--- config.mk ---
export PLATFORM = sky130hd
export DESIGN_NAME = cmn_age_issue_buf
export DESIGN_NICKNAME = d
export VERILOG_FILES = /design/src/rtl/cmn_age_pkg.sv /design/src/rtl/cmn_age_oldest_sel.sv /design/src/rtl/cmn_age_issue_buf.sv
export SDC_FILE = /design/constraint.sdc
export NUM_CORES = 1
export LEC_CHECK = 0
export ABC_AREA = 1
export CAP_MARGIN = 30
export CORE_MARGIN = 2
export CORE_UTILIZATION = 58
export DETAILED_ROUTE_END_ITERATION = 7
export GPL_TIMING_DRIVEN = 0
export PLACE_DENSITY = 0.85
export SYNTH_ARGS = -nofsm -noshare
export SYNTH_HDL_FRONTEND = slang
export SYNTH_SLANG_ARGS = --single-unit
export TNS_END_PERCENT = 5
--- constraint.sdc ---
create_clock -name clk -period 5.1 [get_ports clk]
set_clock_uncertainty 0.1 [all_clocks]
set_input_delay 0.765 -clock clk [delete_from_list [all_inputs] [get_ports clk]]
set_output_delay 0.765 -clock clk [all_outputs]
set_load 0.1 [all_outputs]
--- src/rtl/cmn_age_pkg.sv ---
// rtl/cmn_age_pkg.sv - shared types and pick helpers for age-ordered buffers
package cmn_age_pkg;

  localparam int MAX_DEPTH = 16;
  localparam int MAX_IDX_W = 4;

  typedef logic [MAX_DEPTH-1:0] vec_t;
  typedef vec_t [MAX_DEPTH-1:0] age_mat_t;

  function automatic logic [MAX_IDX_W-1:0] onehot2idx(vec_t oh);
    logic [MAX_IDX_W-1:0] idx;
    idx = '0;
    for (int i = 0; i < MAX_DEPTH; i++) begin
      if (oh[i]) idx = idx | MAX_IDX_W'(i);
    end
    return idx;
  endfunction

  // Isolates the lowest clear bit of busy as a one-hot vector.
  function automatic vec_t lowest_free(vec_t busy);
    vec_t f;
    f = ~busy;
    return f & (~f + vec_t'(1));
  endfunction

  function automatic vec_t oldest_sel(age_mat_t age, vec_t cand);
    vec_t g;
    g = '0;
    for (int i = 0; i < MAX_DEPTH; i++) begin
      g[i] = cand[i] & ~|(age[i] & cand);
    end
    return g;
  endfunction

  // Flat position of stored pair (i,j), i<j, in the upper triangle of an n x n matrix.
  function automatic int pair_idx(int i, int j, int n);
    return i * n - (i * (i + 1)) / 2 + (j - i - 1);
  endfunction

endpackage

--- src/rtl/cmn_age_oldest_sel.sv ---
// rtl/cmn_age_oldest_sel.sv - one-hot grant of the oldest candidate from an age matrix
module cmn_age_oldest_sel
  import cmn_age_pkg::*;
#(
  parameter int DEPTH = 4
) (
  input  logic [DEPTH-1:0][DEPTH-1:0] age_i,
  input  logic [DEPTH-1:0]            cand_i,
  output logic [DEPTH-1:0]            grant_o
);

  age_mat_t age_pad;
  vec_t     cand_pad;

  always_comb begin
    age_pad  = '0;
    cand_pad = '0;
    for (int i = 0; i < DEPTH; i++) begin
      age_pad[i][DEPTH-1:0] = age_i[i];
    end
    cand_pad[DEPTH-1:0] = cand_i;
  end

  assign grant_o = DEPTH'(oldest_sel(age_pad, cand_pad));

endmodule

--- src/rtl/cmn_age_issue_buf.sv ---
// rtl/cmn_age_issue_buf.sv - issue buffer that drains the oldest ready entry each cycle
module cmn_age_issue_buf
  import cmn_age_pkg::*;
#(
  parameter  int DEPTH  = 4,
  parameter  int DATA_W = 32,
  localparam int IDX_W  = $clog2(DEPTH)
) (
  input  logic              clk,
  input  logic              rst_n,
  input  logic              flush,
  input  logic              in_vld,
  output logic              in_rdy,
  input  logic [DATA_W-1:0] in_data,
  input  logic              in_ready_bit,
  input  logic [DEPTH-1:0]  wakeup_vec,
  output logic              out_vld,
  input  logic              out_rdy,
  output logic [DATA_W-1:0] out_data,
  output logic [IDX_W-1:0]  out_idx,
  output logic [IDX_W:0]    count
);

  localparam int NPAIR = DEPTH * (DEPTH - 1) / 2;
  localparam int CW    = IDX_W + 1;

  logic [DEPTH-1:0]            valid_q, valid_d;
  logic [DEPTH-1:0]            ready_q, ready_d;
  logic [NPAIR-1:0]            tri_q, tri_d;
  logic [CW-1:0]               count_q, count_d;
  logic [DATA_W-1:0]           payload_q [DEPTH];
  logic [DEPTH-1:0][DEPTH-1:0] age_full;
  logic [DEPTH-1:0]            cand, grant, alloc_oh, issue_oh;
  logic                        alloc_fire, issue_fire;
  vec_t                        busy_pad;

  // Only the upper triangle is stored; the lower one is its complement.
  for (genvar gi = 0; gi < DEPTH; gi++) begin : g_row
    for (genvar gj = 0; gj < DEPTH; gj++) begin : g_col
      if (gi < gj) begin : g_up
        localparam int P = pair_idx(gi, gj, DEPTH);
        assign age_full[gi][gj] = tri_q[P];
        assign tri_d[P] = alloc_oh[gi] ? 1'b1 : (alloc_oh[gj] ? 1'b0 : tri_q[P]);
      end else if (gi > gj) begin : g_lo
        localparam int P = pair_idx(gj, gi, DEPTH);
        assign age_full[gi][gj] = ~tri_q[P];
      end else begin : g_diag
        assign age_full[gi][gj] = 1'b0;
      end
    end
  end

  assign cand = valid_q & ready_q;

  cmn_age_oldest_sel #(.DEPTH(DEPTH)) u_oldest_sel (
    .age_i   (age_full),
    .cand_i  (cand),
    .grant_o (grant)
  );

  assign in_rdy     = ~&valid_q;
  assign out_vld    = |cand;
  assign out_idx    = IDX_W'(onehot2idx(MAX_DEPTH'(grant)));
  assign count      = count_q;
  assign alloc_fire = in_vld & in_rdy & ~flush;
  assign issue_fire = out_vld & out_rdy & ~flush;
  assign issue_oh   = issue_fire ? grant : '0;

  always_comb begin
    busy_pad             = '1;
    busy_pad[DEPTH-1:0]  = valid_q;
    alloc_oh             = alloc_fire ? DEPTH'(lowest_free(busy_pad)) : '0;
  end

  always_comb begin
    out_data = '0;
    for (int i = 0; i < DEPTH; i++) begin
      out_data = out_data | ({DATA_W{grant[i]}} & payload_q[i]);
    end
  end

  always_comb begin
    valid_d = (valid_q & ~issue_oh) | alloc_oh;
    ready_d = ((ready_q | (wakeup_vec & valid_q)) & ~issue_oh & ~alloc_oh)
            | (alloc_oh & {DEPTH{in_ready_bit}});
    count_d = count_q;
    case ({alloc_fire, issue_fire})
      2'b10:   count_d = count_q + CW'(1);
      2'b01:   count_d = count_q - CW'(1);
      default: count_d = count_q;
    endcase
    if (flush) begin
      valid_d = '0;
      ready_d = '0;
      count_d = '0;
    end
  end

  always_ff @(posedge clk or negedge rst_n) begin
    if (!rst_n) begin
      valid_q <= '0;
      ready_q <= '0;
      tri_q   <= '0;
      count_q <= '0;
    end else begin
      valid_q <= valid_d;
      ready_q <= ready_d;
      tri_q   <= tri_d;
      count_q <= count_d;
    end
  end

  always_ff @(posedge clk) begin
    for (int i = 0; i < DEPTH; i++) begin
      if (alloc_oh[i]) payload_q[i] <= in_data;
    end
  end

endmodule

==> metrics.md <==
| Metric | Value |
|---|---|
| Outcome | complete, no violations |
| Ys flop type | edfxtp_1 |
| Setup Total Neg Slack | 0 ns |
| Final wirelength | 12,000 um |
| CTS buffer count | 17 |
| FMAX | 240 MHz |
| GR Util All Layers | roughly a quarter |
| Critical Path RT | roughly 4.2 ns |
| PortBufs | 80 |
| Switching share of power | about a fifth |
| Vias in the first global route | between 3,000 and 4,000 |
| Ys Warns | 0 |
| Initial antenna violation count | 0 |
| Clock power share | 45.2% |
| P_sw | ~0.00057 W |
| Die area | 0.0105 sq mm |
| Post-route cell area | roughly 0.0073 sq mm |
| Layout cells sized above 1 | between 10% and 20% |
| MaxCap Viol Count | 0 |
| CTS max path bufs | 2 |
| Synth cell count leaders | nand2_1, edfxtp_1, nand4_1 |
| Post-synth top area share | roughly 68% |
| Die Ht | slightly above 100 um |
| Synth Instances | ~440 |
| Gr ovfl total | 0 |
| Slew margin rel. | around 33% |
| Row count | 35 |
| Top cells by area, synth | edfxtp_1, nand2_1, dfrtp_1, nand4_1, inv_1 |
| Cell-internal power | roughly 0.0021 W |
| RSZ-0062 raised after global routing | false |
| Post-CTS Setup Bufs | 0 |
| Final period utilization | between 80 and 90% |
| Starting density of the core | 60.4% |
| I/O Pins | just over 80 |
| Worst vdd ir | between 200 and 250 uV |
| Seq cells post-synth | approximately 150 |
| Seq pwr share | 49.5% |
| Clock-pin slew on the worst setup and hold paths | around 0.06 ns |
| DRT antenna net count | 0 |
| Post-DP HPWL | 7500 um |
| First-pass GRT wire length | about 19,000 um |
| Detailed router's first-iteration violation count | 200 |
| Worst Path Arrival | roughly 3.3 ns |
| Setup Crit Path Kind | reg -> out |
| Antenna Cells | 0 |
| CTS Sinks | about 150 |
| Seq/Total Area, Yosys | about three quarters |
| Post-synth ARST share | a little under an eighth |
| CTS tree | built |
| Via count | 3,716 |
| Final slew viol count | 0 |
| Post-synth EDFFs | between 100 and 150 |
| Startpoint types | flop |
| DRT Pass-1 Iters | 5 |
| DRC errors left | 0 |
| Mapped Area | 0.00563 sq mm |
| WL/cell | approximately 18 um |
| H-tree depth | 4 |
| Largest net degree at the start of global routing | 35 |
| Leak | 2.65 nW |
| Crit path time final | ~4.2 ns |
| Gates resized, CTS repair | 0 |
| Core region area | between 0.009 and 0.01 sq mm |
| Layout area overhead | 29.1% |
| Routability cong. | 0.814 |
| CP max FO | 10 |
| Most numerous cell in the Yosys netlist | nand2_1 |
| Fin. Hold Viols | 0 |
| Clock Latency Late Sink | 0.52 ns |
| CP Capture Type | output pin |
| Die W | roughly 100 um |
| Hold Buf Count CTS | 0 |
| Actual slew at the worst max-slew pin | between 0.9 and 1 ns |
| Root buf cell | clkbuf_8 |
| Cell area after placement | 0.00669 sq mm |
| Share of total power in combinational logic | around 5.3% |
| Avg Inst Size Synth | between 10 and 15 sq um |
| Hold Path Class | reg -> reg |
| Area leader, netlist | edfxtp_1 |
| Synth unique cells | 25 |
| Synthesized Nets | 480 |
| PnR worst setup slack | 0.936 ns |
| Nets | approximately 580 |
| Setup-failing EPs final | 0 |
| Worst slack, placed | approximately 1.5 ns |
| Via-to-Cell Ratio | 5.46 |
| PwrDens | 369 mW/mm^2 |
-- layer usage --
layer  track usage [%]  share of wire, %
met3              5.56               5.2
met2              41.5                51
met1              31.2                41
met4              8.92               2.1
met5                 0                 0
-- layout by cell type, fill, tap and decap left out, types with 2 or more instances in the layout --
cell type	Yosys	final
o21ai_2	3	3
clkdlybuf4s50_1	0	80
inv_6	0	2
edfxtp_1	128	128
dfrtp_1	17	17
nor2_4	4	4
bufinv_16	0	3
o21ai_0	9	9
nor2_2	2	2
nand4_1	35	35
buf_4	6	6
clkinv_4	0	3
nand3_1	5	5
nor3_4	0	2
buf_16	0	2
buf_8	0	2
nand2_2	3	3
a21oi_1	6	6
inv_1	23	21
buf_2	6	6
inv_2	2	4
clkinv_2	0	4
clkinv_1	3	3
o21ai_1	3	3
a21o_1	4	4
nor2_1	2	2
nand2_1	169	169
clkbuf_16	0	16
-- critical path, cell delays in order (launching register included) --
cell and delay, ns:
dfrtp_1 0.46, nand2_1 0.15, clkinv_1 0.14, nand2_1 0.11, o21ai_1 0.11, nor2_4 0.21
buf_4 0.23, nand2_1 0.09, nand4_1 0.12, clkdlybuf4s50_1 1.15
-- power by group through the flow --
stage / logic, W / registers, W / clock network [W]
detailed placement: 0.000143 / 0.00135 / 0
CTS: 0.000144 / 0.00133 / 0.00122
floorplan: 0.0000641 / 0.00136 / 0
global route: 0.000152 / 0.00133 / 0.00127
finish: 0.000143 / 0.00133 / 0.00121
global placement: 0.000135 / 0.00135 / 0
-- per-stage QoR --
step | std cells | hold WS [ns] | total power (W) | utilization, %
3_3_place_gp | 646 | 0.404 | 0.00149 | 70.7
6_report | 681 | 0.453 | 0.00268 | 77.9
2_1_floorplan | 437 | 0.369 | 0.00142 | -
4_1_cts | 681 | 0.447 | 0.00269 | 77.9
3_5_place_dp | 650 | 0.434 | 0.00149 | 71.7
5_1_grt | 681 | 0.469 | 0.00275 | 77.9
-- cell families (layout without fill, tap and decap cells) --
group                    count (synthesis)  in the layout  share of synthesized area [%]
AND/OR/NAND/NOR                        223            223                           17.6
flip-flops                             145            145                           75.8
buffers and inverters                   40            155                           3.20
AO/OA/AOI/OAI                           27             27                           2.87
adder cells (fa/ha/maj)                  1              1                          0.355
XOR/XNOR                                 1              1                          0.156
-- area by class of cell --
class                      instances  area (sq um)
buffer                            12          75.1
clock buffer                      18           418
clock inverter                    13           161
fill                             556          2060
inverter                          28           105
multi-input combinational        252          1190
sequential                       145          4270
tap                              129           161
timing repair buffer              84           886
-- state kept, by name, indices dropped and copies added (netlist names) --
name and flops:
payload_q 128, count 3, tri_q 6, ready_q 4
valid_q 4
-- final timing paths --
path	end	cells after the start	slack [ns]	start
worst min-delay path	tri_q[2]$_DFFE_PN0P_	2	0.45	tri_q[2]$_DFFE_PN0P_
worst min register to register	tri_q[2]$_DFFE_PN0P_	2	0.45	tri_q[2]$_DFFE_PN0P_
worst max-delay path	out_data[11]	9	0.94	valid_q[2]$_DFF_PN0_
min in group asynchronous	count[0]$_DFFE_PN0P_	1	0.61	rst_n
max in group asynchronous	tri_q[5]$_DFFE_PN0P_	1	3.77	rst_n
worst max register to register	payload_q[2][11]$_DFFE_PP_	4	2.88	valid_q[1]$_DFF_PN0_
Note: power is estimated with default switching activity, not from simulation.
==> patch 1: new RTL, config.mk and constraints unchanged <==
The parameter `DATA_W` goes from 32 to 16.
--- a/src/rtl/cmn_age_issue_buf.sv
+++ b/src/rtl/cmn_age_issue_buf.sv
@@ -3,7 +3,7 @@
   import cmn_age_pkg::*;
 #(
   parameter  int DEPTH  = 4,
-  parameter  int DATA_W = 32,
+  parameter  int DATA_W = 16,
   localparam int IDX_W  = $clog2(DEPTH)
 ) (
   input  logic              clk,
Interface: changed (resized in_data and out_data); port bits go from 81 to 49. No check against the original RTL was run, so the function may have changed too.
==> patch 1 against the original RTL <==
Hold slack got worse by 0.011 ns; cell count decreased by 38%; via count decreased by 40%; maximum frequency increased by 9.1%; sequential power decreased by 45%; setup slack improved by 0.35 ns; sequential share of layout area decreased by 1.8 points; first-iteration DRC count decreased by 35%; cell area decreased by 43%; sequential cell count decreased by 64; synthesized area decreased by 40%; power decreased by 55%; wire length decreased by 46%.
==> patch 1: results (changes against the original RTL) <==
<table>
<tr><th>Metric</th><th>Value</th></tr>
<tr><th colspan="2">Outcome</th></tr>
<tr><td>Status</td><td>finished, final reports clean</td></tr>
<tr><th colspan="2">Placement</th></tr>
<tr><td>Cell Count Post-Placement</td><td>405 (-38%)</td></tr>
<tr><td># port buffers</td><td>48 (-40%)</td></tr>
<tr><td>Placed cell area</td><td>0.00398 mm2 (-41%)</td></tr>
<tr><th colspan="2">Critical path</th></tr>
<tr><td>RR Endpoint</td><td>count[2]</td></tr>
<tr><td>Arrival time at the worst endpoint</td><td>2.95 ns (-0.35 ns)</td></tr>
<tr><td>Source of the critical timing path</td><td>valid_q[3]</td></tr>
<tr><td>Termination of the worst setup path</td><td>out_data[5]</td></tr>
<tr><th colspan="2">Final layout</th></tr>
<tr><td>Leading registers by flop count</td><td>payload_q x64, tri_q x6</td></tr>
<tr><th colspan="2">Clocking</th></tr>
<tr><td>Level count of the clock H-tree</td><td>3 (-1)</td></tr>
<tr><td>Clock buffers created by TritonCTS</td><td>9 (-8)</td></tr>
<tr><td>Insertion delay of the later-clocked pin in the worst-skew pair</td><td>0.35 ns (-0.17 ns)</td></tr>
<tr><th colspan="2">Timing</th></tr>
<tr><td>Worst hold slack</td><td>0.442 ns (-0.0113 ns)</td></tr>
<tr><td>Final critical path time including I/O delays and setup</td><td>3.82 ns (-0.346 ns)</td></tr>
<tr><th colspan="2">Yosys</th></tr>
<tr><td>Top post-synthesis cells by count</td><td>nand2_1, edfxtp_1, nand4_1, inv_1, dfrtp_1</td></tr>
<tr><td>EDFF count, synth</td><td>64 (-50%)</td></tr>
<tr><td>Average cell area after synthesis</td><td>11.9 um2 (-7.6%)</td></tr>
<tr><th colspan="2">Drt</th></tr>
<tr><td>Via count normalized by instance count</td><td>5.33 (-2.4%)</td></tr>
<tr><td>WL met1</td><td>2.71 mm (-45%)</td></tr>
<tr><td>First-pass detailed-route iteration total</td><td>4 (-1)</td></tr>
<tr><td>Detail Route met2 WL</td><td>3.37 mm (-45%)</td></tr>
<tr><td>Violation count after the first detailed-routing iteration</td><td>131 (-35%)</td></tr>
<tr><th colspan="2">Global route</th></tr>
<tr><td>Vias in the first global route</td><td>2267 (-39%)</td></tr>
<tr><td>Pin count of the biggest net entering global routing</td><td>19 (-46%)</td></tr>
<tr><td>Global-route wire length before repair</td><td>10.5 mm (-44%)</td></tr>
</table>
## patch 1: changes by cell type after synthesis, moves of 4 or more
cell,delta
inv_1,-5
inv_2,+7
buf_4,-4
edfxtp_1,-64
nand2_2,+4
buf_2,-6
nand4_1,-16
nand2_1,-69
## patch 1: area by class of cell
type                            count  area, um2  area share (%)
Clock buffer                       10        128            3.09
Clock inverter                      4       22.5           0.546
Buffer                              4       37.5           0.910
Multi-Input combinational cell    172        916            22.2
Sequential cell                    81       2350            56.9
Timing Repair Buffer               48        480            11.6
Inverter                           28        105            2.55
Tap cell                           72       90.1            2.18
## patch 1: kinds of logic (layout without fill, tap and decap cells)
logic type | Yosys count | count (layout) | share of synthesized area, %
simple gates | 143 | 143 | 20.2
flops | 81 | 81 | 69.2
buf+inv | 32 | 94 | 4.20
compound gates | 27 | 27 | 5.53
fa+ha+maj | 1 | 1 | 0.590
xor+xnor | 1 | 1 | 0.258
## patch 1: power by group
group | internal (uW) | switching, uW
logic | 32.1 | 61.2
clock network | 169 | 211
registers | 728 | 7.26
==> patch 2: new RTL, same flow settings <==
Made on the original files. Put one more register stage on the output `count`, cleared by the reset. The value now appears one clock later. The other outputs are not delayed to match.
--- a/src/rtl/cmn_age_issue_buf.sv
+++ b/src/rtl/cmn_age_issue_buf.sv
@@ -61,7 +61,13 @@
   assign in_rdy     = ~&valid_q;
   assign out_vld    = |cand;
   assign out_idx    = IDX_W'(onehot2idx(MAX_DEPTH'(grant)));
-  assign count      = count_q;
+  always_ff @(posedge clk or negedge rst_n) begin
+    if (!rst_n) begin
+      count <= '0;
+    end else begin
+      count <= count_q;
+    end
+  end
   assign alloc_fire = in_vld & in_rdy & ~flush;
   assign issue_fire = out_vld & out_rdy & ~flush;
   assign issue_oh   = issue_fire ? grant : '0;
Function: changed (a bounded check fails within 4 cycles, from zero or initial values and one cycle with rst_n low).
==> patch 2 against the original RTL <==
Power up 2.2%; setup slack got worse by 0.094 ns; largest power group unchanged; wire length is 20% higher; via count increased by 13%; count of clock-buffer cells in the layout shrank 1; critical endpoint is now out_data[26]; synthesized area is 3.7% higher; sequential cell count grew 3; cell area grew 3.7%.
==> patch 2: results (changes against the original RTL) <==
<table>
<tr><th>Metric</th><th>Value</th></tr>
<tr><th colspan="2">Final layout</th></tr>
<tr><td>Fin nets</td><td>597 (+2.4%)</td></tr>
<tr><td>Fill cell instance count of the final layout</td><td>576 (+3.6%)</td></tr>
<tr><td>Antenna fix cells</td><td>0 (unchanged)</td></tr>
<tr><td>Final instance count without filler cells</td><td>700 (+2.8%)</td></tr>
<tr><th colspan="2">Drt</th></tr>
<tr><td>Via count normalized by instance count</td><td>6.00 (+9.9%)</td></tr>
<tr><td>Violation count after the first detailed-routing iteration</td><td>412 (+110%)</td></tr>
<tr><td>Average wire length per cell after detail routing</td><td>20.6 um (+17%)</td></tr>
<tr><th colspan="2">Outcome</th></tr>
<tr><td>Status</td><td>finished, final reports clean</td></tr>
<tr><th colspan="2">Yosys</th></tr>
<tr><td>Syn nets</td><td>492 (+2.5%)</td></tr>
<tr><td>Average cell area after synthesis</td><td>13.0 um2 (+0.94%)</td></tr>
<tr><td>Top cells by area in the synthesized netlist</td><td>edfxtp_1, dfrtp_1, nand2_1, nand3_1, nand4_1</td></tr>
<tr><td>Number of library cell types mapped by synthesis</td><td>28 (+12%)</td></tr>
<tr><td>Top post-synthesis cells by count</td><td>edfxtp_1, nand2_1, nand3_1, nand4_1, inv_1</td></tr>
<tr><td>Async set-reset flop share out of synthesis</td><td>13.5% (+1.8 points)</td></tr>
<tr><td>Sequential area share after synthesis</td><td>74.4% (-1.4 points)</td></tr>
<tr><th colspan="2">Clocking</th></tr>
<tr><td>Level count of the clock H-tree</td><td>4 (unchanged)</td></tr>
<tr><th colspan="2">Power and ir drop</th></tr>
<tr><td>VDD IR-drop max</td><td>0.236 mV (+4.1%)</td></tr>
<tr><td>Pleak</td><td>0.00273 uW (+3.2%)</td></tr>
<tr><td>Power Internal</td><td>2080 uW (-1.7%)</td></tr>
<tr><th colspan="2">Placement</th></tr>
<tr><td># port buffers</td><td>80 (unchanged)</td></tr>
<tr><td>Post-detailed-placement half-perimeter wirelength</td><td>8.89 mm (+19%)</td></tr>
<tr><td>Cell Count Post-Placement</td><td>668 (+2.8%)</td></tr>
<tr><td>Final estimated routing congestion in global placement</td><td>0.861 (+5.8%)</td></tr>
<tr><td>Placement Setup Slack</td><td>1.50 ns (-0.0357 ns)</td></tr>
<tr><th colspan="2">Timing</th></tr>
<tr><td>Transition time at the pin with the least slew margin</td><td>1.04 ns (+0.0426 ns)</td></tr>
<tr><th colspan="2">Global route</th></tr>
<tr><td>GR Util All Layers</td><td>27.3% (+2.9 points)</td></tr>
<tr><td>Global-route wire length before repair</td><td>22.2 mm (+19%)</td></tr>
<tr><td>Vias in the first global route</td><td>4192 (+13%)</td></tr>
<tr><th colspan="2">Critical path</th></tr>
<tr><td>Critical Path Fanout Max</td><td>10 (unchanged)</td></tr>
</table>
-- patch 2: logic make-up (layout without fill, tap and decap cells) --
family / Yosys count / after routing / share of synthesized area (%)
AO/OA/AOI/OAI: 28 / 28 / 2.94
adder cells (fa/ha/maj): 1 / 1 / 0.343
buffers and inverters: 47 / 165 / 4.05
flip-flops: 148 / 148 / 74.4
AND/OR/NAND/NOR: 225 / 225 / 18.3
-- patch 2: power by group through the flow --
stage | clock network, uW | registers [uW] | logic (uW)
final | 1240 | 1350 | 151
after global routing | 1300 | 1350 | 159
after CTS | 1240 | 1350 | 151
after detailed placement | 0 | 1380 | 149
after global placement | 0 | 1380 | 138
after floorplan | 0 | 1380 | 66.3
-- patch 2: metal layers --
layer  vias up  track usage [%]  share of wire [%]
met1      2026             34.6                 36
met3        48             6.52                9.7
met4         0             12.1                3.4
li1       1846                -                  -
met5         -                0                  0
met2       278             45.1                 51
-- patch 2: worst paths after layout --
path	slack, ns	cells past startpoint	from	end
min in group asynchronous	0.64	1	rst_n	count[0]
max in group asynchronous	3.72	1	rst_n	ready_q[2]
hold reg to reg	0.34	0	count_q[2]	count[2]
setup / recovery	0.84	9	valid_q[1]	out_data[26]
hold / removal	0.34	0	count_q[2]	count[2]
setup reg to reg	2.78	5	valid_q[0]	ready_q[1]
-- patch 2: layout make-up --
cell class                 count  area (um2)  area share (%)
buffer                        18         126            1.68
clock buffer                  17         414            5.49
clock inverter                15         181            2.41
inverter                      29         110            1.46
multi-input combinational    254        1280            17.0
sequential                   148        4340            57.6
tap                          133         166            2.21
timing repair buffer          86         917            12.2
-- patch 2: stage by stage --
| step | hold slack [ns] | area (um2) |
|---|---|---|
| after floorplan | 0.295 | 5840 |
| final | 0.337 | 7540 |
| after global routing | 0.361 | 7540 |
| after CTS | 0.334 | 7540 |
| after detailed placement | 0.319 | 6940 |
| after global placement | 0.306 | 6810 |
-- patch 2: worst max-delay path, stage by stage (launching register included) --
cell	delay, ns
dfrtp_1	0.47
nand2_1	0.15
inv_1	0.13
a21oi_1	0.19
nand2_1	0.14
inv_2	0.16
buf_2	0.27
nand2_1	0.08
nand4_1	0.12
clkdlybuf4s50_1	1.15
